**src/rtl/exec_pkg.sv**
```systemverilog
// Shared encodings for the exec_ctrl fetch/read/execute controller and its ALU.
// CMP/CMPI decode depends on the EXEC_FLAGS_EN build option.
package exec_pkg;

  localparam logic [3:0] OPC_REG  = 4'h0;
  localparam logic [3:0] EXT_NOP  = 4'h0;
  localparam logic [3:0] CODE_AND = 4'h1;
  localparam logic [3:0] CODE_OR  = 4'h2;
  localparam logic [3:0] CODE_XOR = 4'h3;
  localparam logic [3:0] CODE_ADD = 4'h5;
  localparam logic [3:0] CODE_SUB = 4'h9;
  localparam logic [3:0] CODE_CMP = 4'hB;
  localparam logic [3:0] CODE_MOV = 4'hD;

  localparam int FLAG_C = 0;
  localparam int FLAG_Z = 1;
  localparam int FLAG_N = 2;
  localparam int FLAG_L = 3;
  localparam int FLAG_F = 4;

  typedef enum logic [1:0] {
    ST_FETCH = 2'd0,
    ST_READ  = 2'd1,
    ST_EXEC  = 2'd2
  } state_t;

  typedef enum logic [3:0] {
    OP_NOP, OP_ADD, OP_SUB, OP_AND, OP_OR, OP_XOR, OP_MOV, OP_CMP, OP_ILL
  } alu_op_t;

  // The same 4-bit code selects the op as a register opext or an immediate opcode.
  function automatic alu_op_t code_to_op(input logic [3:0] code);
    alu_op_t op;
    case (code)
      CODE_ADD: op = OP_ADD;
      CODE_SUB: op = OP_SUB;
      CODE_AND: op = OP_AND;
      CODE_OR:  op = OP_OR;
      CODE_XOR: op = OP_XOR;
      CODE_MOV: op = OP_MOV;
`ifdef EXEC_FLAGS_EN
      CODE_CMP: op = OP_CMP;
`else
      CODE_CMP: op = OP_NOP;
`endif
      default:  op = OP_ILL;
    endcase
    return op;
  endfunction

endpackage

```
**src/rtl/exec_alu.sv**
```systemverilog
// Combinational ALU for exec_ctrl: result, write enable and raw flag candidates.
import exec_pkg::*;

module exec_alu #(
  parameter int DATA_W = 16
) (
  input  alu_op_t           op,
  input  logic [DATA_W-1:0] a,
  input  logic [DATA_W-1:0] b,
  output logic [DATA_W-1:0] result,
  output logic              c,
  output logic              f,
  output logic              z,
  output logic              n,
  output logic              l,
  output logic              write_en
);

  logic [DATA_W:0] w_sum;
  logic [DATA_W:0] w_diff;

  // Bit DATA_W of the 17-bit difference is the unsigned borrow.
  assign w_sum  = {1'b0, a} + {1'b0, b};
  assign w_diff = {1'b0, a} - {1'b0, b};
  assign z      = (a == b);
  assign l      = (a < b);
  assign n      = ($signed(a) < $signed(b));

  always_comb begin
    result   = '0;
    c        = 1'b0;
    f        = 1'b0;
    write_en = 1'b0;
    case (op)
      OP_ADD: begin
        result   = w_sum[DATA_W-1:0];
        c        = w_sum[DATA_W];
        f        = (a[DATA_W-1] == b[DATA_W-1]) && (w_sum[DATA_W-1] != a[DATA_W-1]);
        write_en = 1'b1;
      end
      OP_SUB: begin
        result   = w_diff[DATA_W-1:0];
        c        = w_diff[DATA_W];
        f        = (a[DATA_W-1] != b[DATA_W-1]) && (w_diff[DATA_W-1] != a[DATA_W-1]);
        write_en = 1'b1;
      end
      OP_CMP: result = w_diff[DATA_W-1:0];
      OP_AND: begin result = a & b; write_en = 1'b1; end
      OP_OR:  begin result = a | b; write_en = 1'b1; end
      OP_XOR: begin result = a ^ b; write_en = 1'b1; end
      OP_MOV: begin result = b;     write_en = 1'b1; end
      default: ;
    endcase
  end

endmodule

```
**src/rtl/exec_ctrl.sv**
```systemverilog
// Fetch/read/execute controller in front of and behind a 16x16 register file.
// Build option EXEC_FLAGS_EN adds the {F,L,N,Z,C} status register and CMP/CMPI.
import exec_pkg::*;

module exec_ctrl #(
  parameter int DATA_W = 16,
  parameter int NREGS  = 16
) (
  input  logic              clk,
  input  logic              reset,
  input  logic [DATA_W-1:0] instr,
  input  logic              instr_valid,
  output logic              instr_ready,
  output logic [DATA_W-1:0] rf_a,
  output logic [DATA_W-1:0] rf_b,
  input  logic [DATA_W-1:0] rf_rdata1,
  input  logic [DATA_W-1:0] rf_rdata2,
  output logic [DATA_W-1:0] rf_c,
  output logic              rf_write,
  output logic [DATA_W-1:0] rf_wdata,
  output logic [4:0]        flags,
  output logic              done,
  output logic              illegal
);

  localparam int RIDX_W = $clog2(NREGS);

  state_t            r_state;
  logic [DATA_W-1:0] r_ir;

  alu_op_t           w_op;
  logic [DATA_W-1:0] w_b;
  logic [DATA_W-1:0] w_result;
  logic              w_c, w_f, w_z, w_n, w_l, w_we;
  logic              w_exec;

  always_ff @(posedge clk) begin
    if (reset) begin
      r_state <= ST_FETCH;
      r_ir    <= '0;
    end else begin
      case (r_state)
        ST_FETCH: if (instr_valid) begin
          r_ir    <= instr;
          r_state <= ST_READ;
        end
        ST_READ:  r_state <= ST_EXEC;
        default:  r_state <= ST_FETCH;
      endcase
    end
  end

  // Immediate forms reuse the register-op code in the opcode field; the logical ones zero-extend.
  always_comb begin
    w_op = OP_ILL;
    w_b  = rf_rdata2;
    if (r_ir[15:12] == OPC_REG) begin
      w_op = (r_ir[7:4] == EXT_NOP) ? OP_NOP : code_to_op(r_ir[7:4]);
    end else begin
      w_op = code_to_op(r_ir[15:12]);
      if (r_ir[15:12] == CODE_AND || r_ir[15:12] == CODE_OR || r_ir[15:12] == CODE_XOR)
        w_b = {{(DATA_W-8){1'b0}}, r_ir[7:0]};
      else
        w_b = {{(DATA_W-8){r_ir[7]}}, r_ir[7:0]};
    end
  end

  exec_alu #(.DATA_W(DATA_W)) u_alu (
    .op       (w_op),
    .a        (rf_rdata1),
    .b        (w_b),
    .result   (w_result),
    .c        (w_c),
    .f        (w_f),
    .z        (w_z),
    .n        (w_n),
    .l        (w_l),
    .write_en (w_we)
  );

  assign w_exec      = (r_state == ST_EXEC);
  assign instr_ready = (r_state == ST_FETCH);
  assign done        = w_exec;
  assign illegal     = w_exec && (w_op == OP_ILL);
  assign rf_write    = w_exec && w_we;
  assign rf_wdata    = w_result;
  assign rf_a        = {{(DATA_W-RIDX_W){1'b0}}, r_ir[8 +: RIDX_W]};
  assign rf_b        = {{(DATA_W-RIDX_W){1'b0}}, r_ir[0 +: RIDX_W]};
  assign rf_c        = rf_a;

`ifdef EXEC_FLAGS_EN
  logic [4:0] r_flags;

  always_ff @(posedge clk) begin
    if (reset) begin
      r_flags <= '0;
    end else if (w_exec) begin
      case (w_op)
        OP_ADD, OP_SUB: begin
          r_flags[FLAG_C] <= w_c;
          r_flags[FLAG_F] <= w_f;
        end
        OP_CMP: begin
          r_flags[FLAG_Z] <= w_z;
          r_flags[FLAG_L] <= w_l;
          r_flags[FLAG_N] <= w_n;
        end
        default: ;
      endcase
    end
  end

  assign flags = r_flags;
`else
  logic w_unused_flags;
  assign w_unused_flags = &{1'b0, w_c, w_f, w_z, w_n, w_l};
  assign flags          = '0;
`endif

endmodule

```
**config.mk**
```make
export PLATFORM = sky130hd
export DESIGN_NAME = exec_ctrl
export DESIGN_NICKNAME = d
export VERILOG_FILES = /design/src/rtl/exec_pkg.sv /design/src/rtl/exec_alu.sv /design/src/rtl/exec_ctrl.sv
export SDC_FILE = /design/constraint.sdc
export NUM_CORES = 1
export LEC_CHECK = 0
export ABC_AREA = 1
export BUFFER_PORTS_ARGS = -buffer_cell sky130_fd_sc_hd__buf_2
export CORE_ASPECT_RATIO = 1.4
export CORE_MARGIN = 2
export CORE_UTILIZATION = 25
export DETAILED_ROUTE_END_ITERATION = 8
export HOLD_SLACK_MARGIN = 0.12
export PLACE_DENSITY_LB_ADDON = 0.15
export SLEW_MARGIN = 20
export SYNTH_ARGS = -nofsm -noshare
export SYNTH_HDL_FRONTEND = slang
export SYNTH_SLANG_ARGS = --single-unit
```
**constraint.sdc**
```tcl
create_clock -name clk -period 10.64 [get_ports clk]
set_clock_uncertainty 0.1 [all_clocks]
set_input_delay 1.596 -clock clk [delete_from_list [all_inputs] [get_ports clk]]
set_output_delay 1.596 -clock clk [all_outputs]
set_load 0.02 [all_outputs]
```
Word-level counts from Yosys, hierarchy flattened
Cells that the tools add are included. Widths: inputs -> output; s select.

Add/subtract/negate cells: 2. Equality and inequality tests: 25. Muxes and demuxes: 10. Bitwise logic cells: 3. Reductions and logical operators: 10.

Operators by type and width (count): $pmux 16 s6 (1); $pmux 4 s7 (2); $mux 16 (2); $eq 4x4->1 const B (7); $eq 4x2->1 const B (6); $eq 4x3->1 const B (6); $add 16x16->16 (1); $and 16x16->16 (1); $or 16x16->16 (1); $sub 16x16->16 (1); $xor 16x16->16 (1); $eq 4x1->1 const B (3); $logic_not 4->1 (2); $mux 4 (2); $reduce_or 6->1 (1); $pmux 2 s2 (1); $eq 2x1->1 const B (1); $eq 2x2->1 const B (1); $logic_and 1x1->1 (2); $logic_not 2->1 (1); $logic_or 1x1->1 (2); $mux 2 (1); $ne 2x2->1 const B (1); $reduce_and 2->1 (1); other kinds (2) (2).

Bits in registers: 18. Bits of input ports: 51. Word-level logic and storage cells: 52.

Depth between registers and ports, before layout
Depth after elaboration: 8. Depth in mapped cells: 24. Gate-level depth less buffers: 23.

By module
Synthesis repeated with hierarchy kept, for this count alone.

Cells, all modules: 760. Area total of the unflattened synthesis: 4384.2 um^2.

Modules (own cells, without submodules): exec_alu (times used 1, cells each 550, area an instance 2980.4 um^2, sequential area each 0.0 um^2); exec_ctrl (times used 1, cells each 210, area an instance 1403.8 um^2, sequential area each 360.3 um^2).

Least setup slack after synthesis
Ideal clock, no wire load.

Path kind: input to output. From: in rf_rdata2[1]. To: out rf_wdata[11]. Arrival: 3875 ps. Required time: 8944 ps. Slack: 5069 ps. Cell stages on the path: 16. Path through: nand3b_1 nand2_2 ha_1 nand2_4 nor2_4 nand4_1 o21ai_0 xor2_1 ha_1 inv_1 o21bai_1 a21oi_1 nand3_1 or2_2 nand3_1 o211ai_1.

Longest elaborated chain between the ends: 3. Elaborated cells between the ends (all ways): 4. Classes of those cells: add/sub (2); mux (2).

RTL lines: start, declared (RTL line exec_ctrl.sv:17) `input logic [DATA_W-1:0] rf_rdata2,`; $mux 16 * (RTL line exec_ctrl.sv:57) `if (r_ir[15:12] == OPC_REG) begin`; $sub 16x16->16 or $add 16x16->16 (tied branches) (RTL line exec_alu.sv:24, exec_alu.sv:23); $pmux 16 s6 * (RTL line exec_alu.sv:34) `case (op)`; end, declared (RTL line exec_ctrl.sv:20) `output logic [DATA_W-1:0] rf_wdata,`.

Mark *: on every way between the ends. The rest lies on a longest branch, timed or not.

Worst setup path in the final report
From: reg r_ir[12]. To: out rf_wdata[14].

Longest elaborated chain between the ends: 7. Elaborated cells between the ends (all ways): 28. Classes of those cells: add/sub (2); eq/ne (14); mux (5); bitwise (3); reduce/logical (4).

RTL lines: start, declared (RTL line exec_ctrl.sv:29) `logic [DATA_W-1:0] r_ir;`; start signal, assigned (RTL line exec_ctrl.sv:44) `r_ir <= instr;`; $eq 4x1->1 or $eq 4x2->1 (tied branches) (RTL line exec_pkg.sv:34, exec_ctrl.sv:61); $logic_or 1x1->1 (2 in series) (RTL line exec_ctrl.sv:61) `if (r_ir[15:12] == CODE_AND || r_ir[15:12] == CODE_OR || r_ir[15:12] == CODE_XOR)`; $mux 16 (RTL line exec_ctrl.sv:61); $mux 16 (RTL line exec_ctrl.sv:57); $sub 16x16->16 (tied with other cells) (RTL line exec_alu.sv:24) `assign w_diff = {1'b0, a} - {1'b0, b};`; $pmux 16 s6 * (RTL line exec_alu.sv:34).

Marked as above.

==> results.rst <==
.. list-table::
   :header-rows: 1

   * - Metric
     - Value
   * - Outcome
     - finished clean
   * - Number of CTS-inserted buffers
     - 3
   * - Maximum Capacitance Violations
     - 0
   * - Post-cts resize count
     - 0
   * - Number of global-route vias before repair
     - around 3600
   * - Total count of max-transition violations in the final report
     - 0
   * - Clock tree from TritonCTS
     - built
   * - Critical register-to-register path startpoint
     - r_state[1]
   * - Max Freq
     - approximately 0.15 GHz
   * - Setup Fix Bufs, Post-CTS
     - 0
   * - Number of fill cells
     - roughly 1700
   * - Row cnt
     - between 50 and 60
   * - Via-to-Cell Ratio
     - about 4.4
   * - Share of total power in the clock network
     - 12.8%
   * - Power share of the combinational group
     - roughly 74%
   * - Primary FF master, synth
     - sky130_fd_sc_hd__dfxtp_1
   * - Int Power
     - ~260 uW
   * - PD cells
     - around 140 nW/um2
   * - Number of placed I/O pins
     - between 100 and 150
   * - Cell chain of the critical path
     - nor2_4 -> nand2_4 -> inv_2 -> nand2_1 -> nand2_1 -> nor2_1 -> nand2_1 -> inv_1 -> o21ai_0 -> fa_1 -> nand2_1 -> nand2_1 -> o21ai_0 -> o21ai_0 -> nand3_1 -> nand3_1 -> nand3_1 -> o211ai_1 -> buf_2
   * - Capturing point of the worst reg2reg path
     - r_ir[13]
   * - Lkg Pwr
     - 2.221 nW
   * - Count of inserted antenna diode cells
     - 0
   * - Total via count after detailed routing
     - between 3000 and 4000
   * - Die outline area
     - 15430 um2
   * - Area Overhead vs Synth
     - 10.64%
   * - Worst min-delay path category
     - reg -> reg
   * - Number of storage elements in the synthesis netlist
     - 18
   * - Total congestion overflow
     - 0
   * - Buffers from clock root to sink, at most
     - 2
   * - Stage delay of the slowest cell on the critical path
     - roughly 0.67 ns
   * - Unrepaired setup endpoints after global routing
     - no
   * - Yosys warnings
     - 0
   * - Setup crit end kind
     - primary output
   * - Chip Height
     - around 150 um
   * - DRT Pass-1 Iters
     - 4
   * - Post-route ant nets
     - 0
   * - Async SR Flop Fraction
     - 0%
   * - Largest vdd supply drop
     - ~0.00007 V
   * - Placeable Area
     - about 14000 um2
   * - Number of buffers inserted for hold repair after clock tree synthesis
     - 0
   * - Post-synthesis cell count
     - roughly 570
   * - Post-Synthesis Cell Area
     - approximately 3600 um2
   * - Critical path type
     - reg -> out
   * - Count of endpoints failing setup in the final report
     - 0
   * - Relative max-transition margin
     - 37.71%
   * - Count of input and output buffers
     - roughly 80
   * - Area used by multi-input combinational logic
     - ~2600 um2
   * - Starting DRC count in detailed routing
     - ~150
   * - Unique masters post-synth
     - 38
   * - Largest delay contributor family on the critical path
     - simple AND/OR/NAND/NOR gates
   * - Fraction of post-synthesis cell area in the top cell type by area
     - around 17%
   * - Final #Nets
     - 732
   * - Overall die width
     - around 110 um
   * - Number of levels the H-tree was split into
     - 1
   * - Clock net sink count
     - 18
   * - Layout cell share with drive strength beyond 1
     - between 15 and 20%
   * - Final hold viol count
     - 0
   * - Area of all sequential standard cells
     - ~360 um2
   * - Total Wirelength
     - 11310 um
   * - Maximum net fanout on the critical path
     - 20
   * - Sum of buffers and inverters on the critical path
     - 3
   * - Final-layout worst hold slack
     - 0.3512 ns
   * - Worst path arrival time
     - 4.82 ns
   * - Net load switching power
     - 312.3 uW
   * - Depth of the worst register-to-register path
     - 6
   * - Per-instance average area after synthesis
     - 6.322 um2
   * - First-pass GRT wire length
     - about 18000 um
   * - Switching power as a share of total power
     - between 50% and 60%
   * - Transition time at the pin with the least slew margin
     - 0.9334 ns
   * - Final routed wire length divided by cell count
     - ~14 um
   * - Final TNS setup
     - 0 ns
   * - Sequential-to-total area share from yosys stat
     - 9.983%
   * - Period utilisation layout
     - 61.20%
   * - Cell repeated most along the worst path
     - sky130_fd_sc_hd__nand2_1
   * - Cell count of the worst hold path
     - 2
   * - Cell with the biggest individual delay on the critical path
     - sky130_fd_sc_hd__nand2_1
   * - Minimum period implied by the final worst setup slack
     - 6.512 ns
   * - Post-synth top area cell
     - sky130_fd_sc_hd__ha_1
   * - Top post-synthesis cells by area
     - sky130_fd_sc_hd__ha_1 (17%), sky130_fd_sc_hd__buf_4 (12%), sky130_fd_sc_hd__nand2_1 (11%)
   * - Initial Util
     - about a quarter
   * - Worst Setup Start Kind
     - flop
   * - Critical hold path startpoint
     - r_state[0]
   * - Worst EP required
     - between 8 and 9 ns
   * - Portion of total power attributed to sequential cells
     - 13.5%
   * - Setup slack of the worst register-to-register path
     - 9.30 ns
   * - Number of enable-type register cells in the synthesized netlist
     - 0
   * - Clock tree root driver cell
     - sky130_fd_sc_hd__clkbuf_16
   * - Worst hold path endpoint
     - r_state[1]
   * - Last weighted congestion value of the routability-driven placer
     - approximately 0.83
   * - DRC violations left
     - 0
   * - Placed wire-length estimate
     - 9194 um
   * - Largest net degree at the start of global routing
     - 27
   * - Later-pin clock latency in the skew report
     - between 0.2 and 0.25 ns
   * - Clock transition at the registers of the reported paths
     - around 0.05 ns
   * - Gr usage total
     - between 10% and 20%
   * - Number of antenna violations at the first check in global routing
     - 0
## Yosys cell counts, types with 10 or more instances
cell                       count
sky130_fd_sc_hd__inv_1        78
sky130_fd_sc_hd__a211oi_1     14
sky130_fd_sc_hd__nand3_1      49
sky130_fd_sc_hd__buf_4        57
sky130_fd_sc_hd__ha_1         49
sky130_fd_sc_hd__dfxtp_1      18
sky130_fd_sc_hd__xor2_1       17
sky130_fd_sc_hd__o211ai_1     10
sky130_fd_sc_hd__nor2_1       44
sky130_fd_sc_hd__o21ai_0      25
sky130_fd_sc_hd__nand2_1     109
sky130_fd_sc_hd__a21oi_1      34
## through the flow
stage / total power [mW] / utilization, % / cell area [um2] / setup WS [ns] / instances
floorplan: 0.4096 / - / 3760 / 5.069 / 611
global placement: 0.5019 / 27.38 / 3919 / 4.269 / 815
detailed placement: 0.5035 / 27.38 / 3919 / 4.272 / 815
CTS: 0.5790 / 27.90 / 3994 / 3.998 / 818
global route: 0.6362 / 27.90 / 3994 / 3.625 / 818
finish: 0.5729 / 27.90 / 3994 / 4.128 / 818
## power by group through the flow
| stage | combinational, mW | clock, mW | sequential, mW |
|---|---|---|---|
| 5_1_grt | 0.479 | 0.0788 | 0.0782 |
| 3_5_place_dp | 0.425 | 0 | 0.0789 |
| 3_3_place_gp | 0.423 | 0 | 0.0787 |
| 2_1_floorplan | 0.332 | 0 | 0.0778 |
| 6_report | 0.422 | 0.0735 | 0.0775 |
| 4_1_cts | 0.426 | 0.0754 | 0.0776 |
## metal layers
| metal | track usage, % | share of wire [%] | vias to the layer above |
|---|---|---|---|
| li1 | - | - | 1885 |
| met1 | 16.51 | 41 | 1632 |
| met2 | 28.68 | 54 | 91 |
| met3 | 0.8036 | 3.8 | 10 |
| met4 | 3.618 | 1.9 | 0 |
| met5 | 0 | 0 | - |
## cells in the final DEF, fill, tap and decap left out, drive strengths merged, types with 3 or more instances in the layout
cell type / n
a211oi: 14
a21oi: 35
a31oi: 3
buf: 83
clkbuf: 3
conb: 41
dfxtp: 18
ha: 49
inv: 81
nand2: 119
nand3: 51
nand4: 3
nor2: 50
o211ai: 10
o21ai: 33
or2: 4
xor2: 17
## worst max path at each step
stage | from | endpoint | depth (start not counted)
floorplan | rf_rdata2[1] | rf_wdata[11] | 16
global placement | rf_rdata2[1] | rf_wdata[11] | 18
detailed placement | r_ir[12] | rf_wdata[14] | 19
CTS | r_ir[12] | rf_wdata[14] | 19
global route | r_ir[15] | rf_wdata[14] | 19
finish | r_ir[12] | rf_wdata[14] | 19
## worst min-delay path, cell delays in order, from the launching register on
cell                      delay (ns)
sky130_fd_sc_hd__dfxtp_1        0.32
sky130_fd_sc_hd__nand2_1        0.06
sky130_fd_sc_hd__nor2_1         0.03
## cells by family after synthesis
group	count (synthesis)	synth area share, %
other	1	0.1039
adder cells (fa/ha/maj)	50	17.54
flip-flops	18	9.983
AND/OR/NAND/NOR	232	28.94
AO/OA/AOI/OAI	104	17.16
XOR/XNOR	17	4.125
buffers and inverters	149	22.15
## flip-flops by register name, indices dropped and copies added (netlist names)
| signal | cells |
|---|---|
| r_ir | 16 |
| r_state | 2 |
## final cells by class
cell class              count  area share [%]
inverters                  81           7.613
flip-flops and latches     18           9.023
repair buffers             83           10.46
multi-input cells         444           65.10
clock buffers               3           1.880
well taps                 189           5.921
No activity file was read; power rests on OpenSTA's default activity.
